## src/rtl/pcss_inf_bridge.sv

```systemverilog
// Bridges a 64-bit AXI-Stream host port to the 16-bit East link of pcss_top and drives tik.
// Build option: define PARITY_CHECK_EN to parity-check chip->host flits and reject bad ones.
module pcss_inf_bridge #(
  parameter int DATA_WIDTH     = 64,
  parameter int CHIPDATA_WIDTH = 16
) (
  input  logic                      clk,
  input  logic                      rst_n,
  input  logic [DATA_WIDTH-1:0]     S_AXIS_send_tdata,
  input  logic                      S_AXIS_send_tvalid,
  input  logic                      S_AXIS_send_tlast,
  input  logic [DATA_WIDTH/8-1:0]   S_AXIS_send_tkeep,
  output logic                      S_AXIS_send_tready,
  output logic [DATA_WIDTH-1:0]     M_AXIS_recv_tdata,
  output logic                      M_AXIS_recv_tvalid,
  output logic                      M_AXIS_recv_tlast,
  output logic [DATA_WIDTH/8-1:0]   M_AXIS_recv_tkeep,
  input  logic                      M_AXIS_recv_tready,
  output logic                      tik,
  output logic [CHIPDATA_WIDTH-1:0] recv_data_in_E,
  output logic                      recv_data_valid_E,
  output logic                      recv_data_par_E,
  input  logic                      recv_data_ready_E,
  input  logic                      recv_data_err_E,
  input  logic [CHIPDATA_WIDTH-1:0] send_data_out_E,
  input  logic                      send_data_valid_E,
  input  logic                      send_data_par_E,
  output logic                      send_data_ready_E,
  output logic                      send_data_err_E
);
  localparam int         SH         = $clog2(CHIPDATA_WIDTH);
  localparam int         RX_SHIFT_W = DATA_WIDTH - CHIPDATA_WIDTH;
  localparam logic [1:0] LAST_FLIT  = 2'(DATA_WIDTH / CHIPDATA_WIDTH - 1);

  typedef enum logic [1:0] {IDLE, SEND, TIK} tx_state_t;

  tx_state_t                 state, state_d;
  logic [DATA_WIDTH-1:0]     tx_word, tx_word_d;
  logic [1:0]                flit_idx, flit_idx_d, prev_idx;
  logic [CHIPDATA_WIDTH-1:0] tik_cnt, tik_cnt_d, tik_len;
  logic                      xfer_q, retry, host_accept, is_cmd, flit_xfer;

  // A chip error refers to the flit moved last cycle; while it is being
  // handled no new host word may enter, or the rewound flit would be lost.
  assign retry              = xfer_q & recv_data_err_E;
  assign S_AXIS_send_tready = (state == IDLE) & ~retry;
  assign host_accept        = S_AXIS_send_tvalid & S_AXIS_send_tready;
  assign is_cmd             = S_AXIS_send_tdata[DATA_WIDTH-1 -: CHIPDATA_WIDTH] == '1;
  assign tik_len            = S_AXIS_send_tdata[CHIPDATA_WIDTH-1:0];

  // Flit 0 is the most significant slice of the word.
  assign recv_data_in_E    = tx_word[{~flit_idx, {SH{1'b0}}} +: CHIPDATA_WIDTH];
  assign recv_data_valid_E = (state == SEND);
  assign recv_data_par_E   = ^recv_data_in_E;
  assign flit_xfer         = recv_data_valid_E & recv_data_ready_E;
  assign tik               = (state == TIK);

  always_comb begin
    // NOTE: every output of this block gets a default first, so no path can infer a latch.
    state_d    = state;
    tx_word_d  = tx_word;
    flit_idx_d = flit_idx;
    tik_cnt_d  = tik_cnt;
    unique case (state)
      IDLE: begin
        if (retry) begin
          state_d    = SEND;
          flit_idx_d = prev_idx;
        end else if (host_accept) begin
          if (is_cmd) begin
            state_d   = TIK;
            tik_cnt_d = (tik_len == '0) ? CHIPDATA_WIDTH'(1) : tik_len;
          end else begin
            state_d    = SEND;
            tx_word_d  = S_AXIS_send_tdata;
            flit_idx_d = '0;
          end
        end
      end
      SEND: begin
        // A flit offered in the retry cycle is void; the chip flagged the previous one.
        if (retry) begin
          flit_idx_d = prev_idx;
        end else if (flit_xfer) begin
          if (flit_idx == LAST_FLIT) state_d = IDLE;
          else flit_idx_d = flit_idx + 2'd1;
        end
      end
      TIK: begin
        if (tik_cnt <= CHIPDATA_WIDTH'(1)) state_d = IDLE;
        else tik_cnt_d = tik_cnt - CHIPDATA_WIDTH'(1);
      end
      default: state_d = IDLE;
    endcase
  end

  always_ff @(posedge clk or negedge rst_n) begin
    if (!rst_n) begin
      state    <= IDLE;
      tx_word  <= '0;
      flit_idx <= '0;
      prev_idx <= '0;
      tik_cnt  <= '0;
      xfer_q   <= 1'b0;
    end else begin
      // NOTE: non-blocking assignments keep every register updating from pre-edge values.
      state    <= state_d;
      tx_word  <= tx_word_d;
      flit_idx <= flit_idx_d;
      tik_cnt  <= tik_cnt_d;
      xfer_q   <= flit_xfer & ~retry;
      if (flit_xfer) prev_idx <= flit_idx;
    end
  end

  logic [RX_SHIFT_W-1:0] rx_shift;
  logic [1:0]            rx_cnt;
  logic                  rx_full, rx_take, rx_good, flit_bad, unused_ok;

  // The next word may start arriving in the cycle the host drains the pending one.
  assign send_data_ready_E  = ~rx_full | M_AXIS_recv_tready;
  assign rx_take            = send_data_valid_E & send_data_ready_E;
  assign rx_good            = rx_take & ~flit_bad;
  assign M_AXIS_recv_tvalid = rx_full;
  assign M_AXIS_recv_tlast  = rx_full;
  assign M_AXIS_recv_tkeep  = '1;

  always_ff @(posedge clk or negedge rst_n) begin
    if (!rst_n) begin
      rx_shift          <= '0;
      rx_cnt            <= '0;
      rx_full           <= 1'b0;
      M_AXIS_recv_tdata <= '0;
    end else begin
      if (M_AXIS_recv_tready) rx_full <= 1'b0;
      if (rx_good) begin
        if (rx_cnt == LAST_FLIT) begin
          M_AXIS_recv_tdata <= {rx_shift, send_data_out_E};
          rx_full           <= 1'b1;
          rx_cnt            <= '0;
        end else begin
          rx_shift <= {rx_shift[RX_SHIFT_W-CHIPDATA_WIDTH-1:0], send_data_out_E};
          rx_cnt   <= rx_cnt + 2'd1;
        end
      end
    end
  end

`ifdef PARITY_CHECK_EN
  logic err_q;

  assign flit_bad        = (^send_data_out_E) ^ send_data_par_E;
  assign send_data_err_E = err_q;
  assign unused_ok       = &{1'b0, S_AXIS_send_tlast, S_AXIS_send_tkeep};

  always_ff @(posedge clk or negedge rst_n) begin
    if (!rst_n) err_q <= 1'b0;
    else        err_q <= rx_take & flit_bad;
  end
`else
  assign flit_bad        = 1'b0;
  assign send_data_err_E = 1'b0;
  assign unused_ok       = &{1'b0, S_AXIS_send_tlast, S_AXIS_send_tkeep, send_data_par_E};
`endif

endmodule

```

## config.mk

```make
export PLATFORM = sky130hd
export DESIGN_NAME = pcss_inf_bridge
export DESIGN_NICKNAME = d
export VERILOG_FILES = /design/src/rtl/pcss_inf_bridge.sv
export SDC_FILE = /design/constraint.sdc
export NUM_CORES = 1
export LEC_CHECK = 0
export CAP_MARGIN = 20
export CORE_ASPECT_RATIO = 1.4
export CORE_MARGIN = 2
export CORE_UTILIZATION = 55
export DETAILED_ROUTE_END_ITERATION = 6
export PLACE_DENSITY = 0.84
export SETUP_SLACK_MARGIN = 0.4
export SLEW_MARGIN = 10
export SYNTH_ARGS = -nofsm -noshare
export SYNTH_HDL_FRONTEND = slang
export SYNTH_SLANG_ARGS = --single-unit
```

## constraint.sdc

```tcl
create_clock -name clk -period 3.95 [get_ports clk]
set_input_delay 0.395 -clock clk [delete_from_list [all_inputs] [get_ports clk]]
set_output_delay 0.395 -clock clk [all_outputs]
set_load 0.02 [all_outputs]
```

==> results of run 1 <==
==> sequential cells by signal, indices dropped and copies added, names as in the netlist <==
name               cells
xfer_q                 1
rx_cnt                 2
tx_word               64
M_AXIS_recv_tlast      1
prev_idx               2
flit_idx               2
state                  2
M_AXIS_recv_tdata     64
tik_cnt               16
rx_shift              48
==> timing repair <==
item / in CTS / in global routing
endpoints found under the setup margin: 1 / 0
hold buffers: 0 / 0
gates resized for setup: 5 / 0
==> metrics by stage <==
step | total power, uW | util [%]
after floorplan | 6900 | -
after global placement | 8750 | 68.1
after detailed placement | 8980 | 68.1
after CTS | 11200 | 72.8
after global routing | 11600 | 72.8
final | 11100 | 72.8
==> report_power, final <==
part           total, uW  switching [uW]  internal [uW]
clock network       2030             766           1260
registers           3730             647           3080
logic               5300            2420           2880
==> logic make-up after synthesis <==
| group | share of synthesized area, % |
|---|---|
| XOR/XNOR | 1.93 |
| flip-flops | 57.6 |
| other | 0.0856 |
| AND/OR/NAND/NOR | 5.03 |
| adder cells (fa/ha/maj) | 0.570 |
| AO/OA/AOI/OAI | 3.95 |
| buffers and inverters | 3.11 |
| multiplexers | 27.7 |
==> cell type report <==
class | count | area [um2] | area share (%)
inverters | 5 | 18.8 | 0.165
well taps | 196 | 245 | 2.16
clock buffers | 28 | 602 | 5.30
clock inverters | 8 | 118 | 1.04
repair buffers | 180 | 1820 | 16.0
flip-flops and latches | 202 | 5060 | 44.5
multi-input cells | 366 | 3500 | 30.8
==> worst paths after layout <==
check	end	slack, ns	cells past startpoint
worst max-delay path	recv_data_par_E	0.69	7
worst min-delay path	tx_word[30]	0.02	1
worst max register to register	tik_cnt[14]	1.52	8
worst min register to register	M_AXIS_recv_tdata[5]	0.50	1
max in group asynchronous	M_AXIS_recv_tdata[26]	3.01	2
min in group clk	M_AXIS_recv_tdata[5]	0.50	1
==> metal layers <==
layer	vias up	track usage, %	part of all wire, %
met3	27	6.98	8.5
met1	2875	27.4	38
met2	232	41.2	52
met5	-	0	0
met4	0	6.13	1.8
li1	2521	-	-
==> synthesized netlist by cell type (5+ instances only) <==
library cell and count:
a21oi_1 15, buf_4 17, clkbuf_1 14, dfrtp_1 202, mux2_2 180, mux4_1 9, mux4_2 7, nand2_1 23
nand2b_1 5, nand3_1 8, nor2_1 13, nor3_1 11, nor4_1 7, o21ai_0 20, o22ai_1 6, or2_2 6
xnor2_1 9, xnor2_2 5
==> critical path, cell delays in order (launching register included) <==
cell and delay [ns]:
dfrtp_1 0.36, buf_8 0.22, mux4_1 0.64, xor2_1 0.20, xnor2_1 0.26, xnor2_2 0.18, xnor2_1 0.16, dlygate4sd2_1 0.35
==> out/qor.yml, run 1 <==
finalHoldViolations: 0
leakagePower_uw: 0.00468
fin_area_um2: 11400
crit_start: "flit_idx[0]"
cts_tree: "done"
crit_arrival_ns: 2.87
skew_ns: 0.00795
dp_cells: 949
ys_ff_latch: 202
ys.flop_type: "dfrtp_1"
routed_wl_um: 19900
postCtsSetupRepairBufs: 0
finalSetupViolations: 0
rsz0062_at_grt: "no"
synth-edff-count: 0
fin_ws_ns: 0.689
synthCells: 605
rows: 54
cp.required_ns: 3.56
grt_use_total_pct: 23.1
placed_cell_area_um2: 10600
ys_top_cells_by_area: "dfrtp_1 58%, mux2_2 23%, mux4_1 2.7%"
grt_max_degree: 109
place_ws_ns: 0.731
netlist.area_leader.share_pct: 57.6
dieArea_um2: 17000
dieWidth_um: 111
diodes: 0
ys_seq_area_share_pct: 57.6
finalSetupTns_ns: 0
critPathKind: "register to output pin"
syn_area_per_cell_um2: 14.5
clk_latency_ns: 0.48
layout_common_cells: "201 x dfrtp_1, 180 x mux2_2, 171 x clkdlybuf4s50_1, 23 x nand2_1, 21 x clkbuf_16"
area_delta_synth_final_pct: 29.4
initial_core_util_pct: 56.2
async_flop_share_pct: 100
core_um2: 15600
clock_sinks: 202
antenna_found_initial: 1
drive_above_1_share_pct: 31.7
cp-end-kind: "output pin"
ant_nets: 0
drc: 0
grt_pass1_vias: 6140
finalCriticalPeriod_ns: 3.26
layout_commonest_cell: "dfrtp_1"
htree_levels: 1
post_drt_wl_per_cell_um: 20.2
r2r-start: "tik_cnt[1]"
drv_slew: 0
powerDensity_nw_per_um2: 973
root_buffer: "clkbuf_16"
overflow: 0
tightest_slew_ns: 0.874
relSlewSlack_pct: 41.7
nets: 877
status: "finished, final reports clean"
post-route-period-util_pct: 82.5
io_pins: 193
drtIter0Drc: 270
fill_cells: 1000
grt_pass1_wl_um: 31700
num_vias: 5655
clockBufferDepth: 3
critPathLaunchType: "register"
place_congestion: 0.841
die_y_um: 153
fmax_mhz: 307
hold_slack_ns: 0.0235
yosysWarnings: 0
synth_largest_area_cell: "dfrtp_1"
peakVddDrop_mv: 1.51
vias_per_cell: 5.74
clkTransAtPathRegs_ns: 0.06
min_path_type: "input port to asynchronous set/reset pin"
portBuffers: 173
final_cells: 985
synth.distinct_cells: 48
dp_hpwl_um: 13600
drv_cap: 0
dr.pass1.iters: 5
syn_area_um2: 8770
crit_path_max_fanout: 20
numCtsBuffers: 21
No activity file was read; power rests on OpenSTA's default activity.
==> inputs of run 2 (changes only) <==
Settings changed: CORE_UTILIZATION 55 to 51, PLACE_DENSITY 0.84 to 0.78.
Clock period 3.95 ns to 3.2 ns, I/O delays scaled along.
==> run 2 against run 1 <==
  * Count of clock-buffer cells in the layout down 2
  * Final cell count increased by 1.6%
  * Sequential share of layout area fell by 0.32 points
  * Register-to-register slack worse by 0.67 ns
  * Wire length increased by 1.3%
  * Global-route usage fell by 0.72 points
  * Worst hold slack better by 0.39 ns
  * Clock power up 11%
  * Critical path type unchanged
  * Critical endpoint unchanged
  * Largest power group unchanged
==> out/qor.yml, run 2 (synthesis gave the netlist of run 1 again) <==
finalCriticalPeriod_ns: 2.86
crit_arrival_ns: 2.54  # -0.33 ns
diodes: 0  # unchanged
fmax_mhz: 349
place_congestion: 0.811  # -3.6%
clockBufferDepth: 3  # unchanged
layout_common_cells: "201 x dfrtp_1, 180 x mux2_2, 171 x clkdlybuf4s50_1, 23 x nand2_1, 21 x clkbuf_16"
rows: 56  # +3.7%
num_vias: 5592  # -1.1%
finalSetupViolations: 0  # unchanged
grt_pass1_vias: 6177  # +0.60%
overflow: 0  # unchanged
cp-end-kind: "output pin"
skew_ns: 0.00699  # -0.000963 ns
leakagePower_uw: 0.00469  # +0.27%
cp.required_ns: 2.88  # -0.68 ns
ant_nets: 0  # unchanged
dp_hpwl_um: 13900  # +2.4%
crit_path_max_fanout: 7  # -65%
path_depth: 8  # +1
multi_input_area_um2: 3530  # +0.82%
placed_cell_area_um2: 10700  # +0.67%
vias_per_cell: 5.59  # -2.7%
min_path_type: "input port to asynchronous set/reset pin"
htree_levels: 1  # unchanged
cts_tree: "done"
drc: 0  # unchanged
ff2ff_path_depth: 8  # unchanged
crit_start: "flit_idx[0]"
regArea_um2: 5060  # unchanged
drv_cap: 0  # unchanged
grt_use_total_pct: 22.4  # -0.72 points
antenna_found_initial: 1  # unchanged
rsz0062_at_grt: "yes"
dieWidth_um: 115  # +3.7%
clock_sinks: 202  # unchanged
clkTransAtPathRegs_ns: 0.06  # about the same
numCtsBuffers: 21  # unchanged
nets: 887  # +1.1%
critPathKind: "register to output pin"
die_y_um: 159  # +3.7%
relSlewSlack_pct: 60.1  # +18 points
path_buf_inv: 3  # +1
peakVddDrop_mv: 0.859  # -43%
layout_commonest_cell: "dfrtp_1"
portBuffers: 173  # unchanged
top_regs: "M_AXIS_recv_tdata: 64 flops, tx_word: 64 flops, rx_shift: 48 flops"
slowest_stage: "mux4_2"
finalSetupTns_ns: 0  # unchanged
post-route-period-util_pct: 89.5
critPathMaxStageDelay_ns: 0.54  # -0.10 ns
critPathLaunchType: "register"
fin_area_um2: 11400  # +0.72%
initial_core_util_pct: 52.2  # -4.0 points
dieArea_um2: 18300  # +7.6%
path_cells: "buf_12 > buf_16 > mux4_2 > xnor2_2 > xnor2_2 > xnor2_2 > xnor2_1 > buf_4"
routed_wl_um: 20100  # +1.3%
clk_latency_ns: 0.48  # about the same
r2r-start: "tik_cnt[0]"
dr.pass1.iters: 4  # -1
critPathTopFamily: "XOR/XNOR gates"
root_buffer: "clkbuf_16"
grt_max_degree: 74  # -32%
cp_common_cell: "xnor2_2"
finalHoldViolations: 0  # unchanged
drive_above_1_share_pct: 34.6  # +2.9 points
fill_cells: 1209  # +21%
powerDensity_nw_per_um2: 1220  # +25%
grt_pass1_wl_um: 32600  # +2.7%
area_delta_synth_final_pct: 30.4
io_pins: 193  # unchanged
drtIter0Drc: 206  # -24%
drv_slew: 0  # unchanged
core_um2: 16800  # +7.7%
post_drt_wl_per_cell_um: 20.1  # -0.28%
status: "finished, final reports clean"
tightest_slew_ns: 0.598  # -0.276 ns
## run 2: cell count changes in the layout (fill, tap and decap cells not counted), moves of 3 or more
cell,previous run,this run
mux4_1,9,0
buf_12,2,5
mux4_2,7,16
xnor2_2,6,13
clkbuf_8,6,2
buf_4,4,11
xnor2_1,8,1
## run 2: per-layer routing
| metal | up-vias | part of all wire [%] | track usage, % |
|---|---|---|---|
| li1 | 2531 | - | - |
| met1 | 2801 | 38 | 26.7 |
| met2 | 213 | 50 | 37.9 |
| met3 | 45 | 9.0 | 7.35 |
| met4 | 2 | 3.4 | 7.89 |
| met5 | - | 0.065 | 0 |
## run 2: path summary, 6_finish.rpt
kind                                          to  slack (ns)
min in group clk                     tx_word[41]        0.45
max in group asynchronous   M_AXIS_recv_tdata[0]        1.88
min reg2reg                M_AXIS_recv_tdata[51]        0.50
max                              recv_data_par_E        0.34
min                                  tx_word[46]        0.41
max reg2reg                          tik_cnt[14]        0.85
## run 2: cell type report
cell class                 count  share of cell area [%]
multi-input combinational    366                    30.8
clock inverter                 9                   0.689
tap                          203                    2.22
sequential                   202                    44.2
timing repair buffer         190                    17.0
clock buffer                  26                    4.85
inverter                       5                   0.197
## run 2: timing repair
item,CTS,global route
gates cloned,1,0
resized for setup,25,3
pin swaps,5,1
endpoints found under the hold margin,70,0
hold buffers,1,0
buffers inserted,3,0
endpoints found under the setup margin,1,2
## run 2: metrics by stage
stage,setup WS [ns],utilization (%),total power (uW),hold slack [ns],instances
floorplan,0.730,-,8460,0.0244,612
finish,0.336,68.0,14000,0.412,1001
detailed placement,0.162,63.6,11000,0.378,961
global route,0.248,68.0,14700,0.437,1001
CTS,0.305,68.0,14100,0.428,1001
global placement,0.214,63.6,10800,0.370,961
## run 2: worst register-to-register path: cells and delay by family, from the launching register on
kind                       cells  cell delay [ns]
AOI/OAI and AO/OA              2             0.31
and+or+nand+nor                4             1.22
adders and majority gates      1             0.20
buffers and inverters          1             0.08
DFF                            1             0.44
## run 2: report_power, final
part	internal (uW)	total, uW	switching [uW]
clock	1310	2250	944
sequential	3810	4570	768
combinational	3940	7130	3190
total	9060	14000	4900
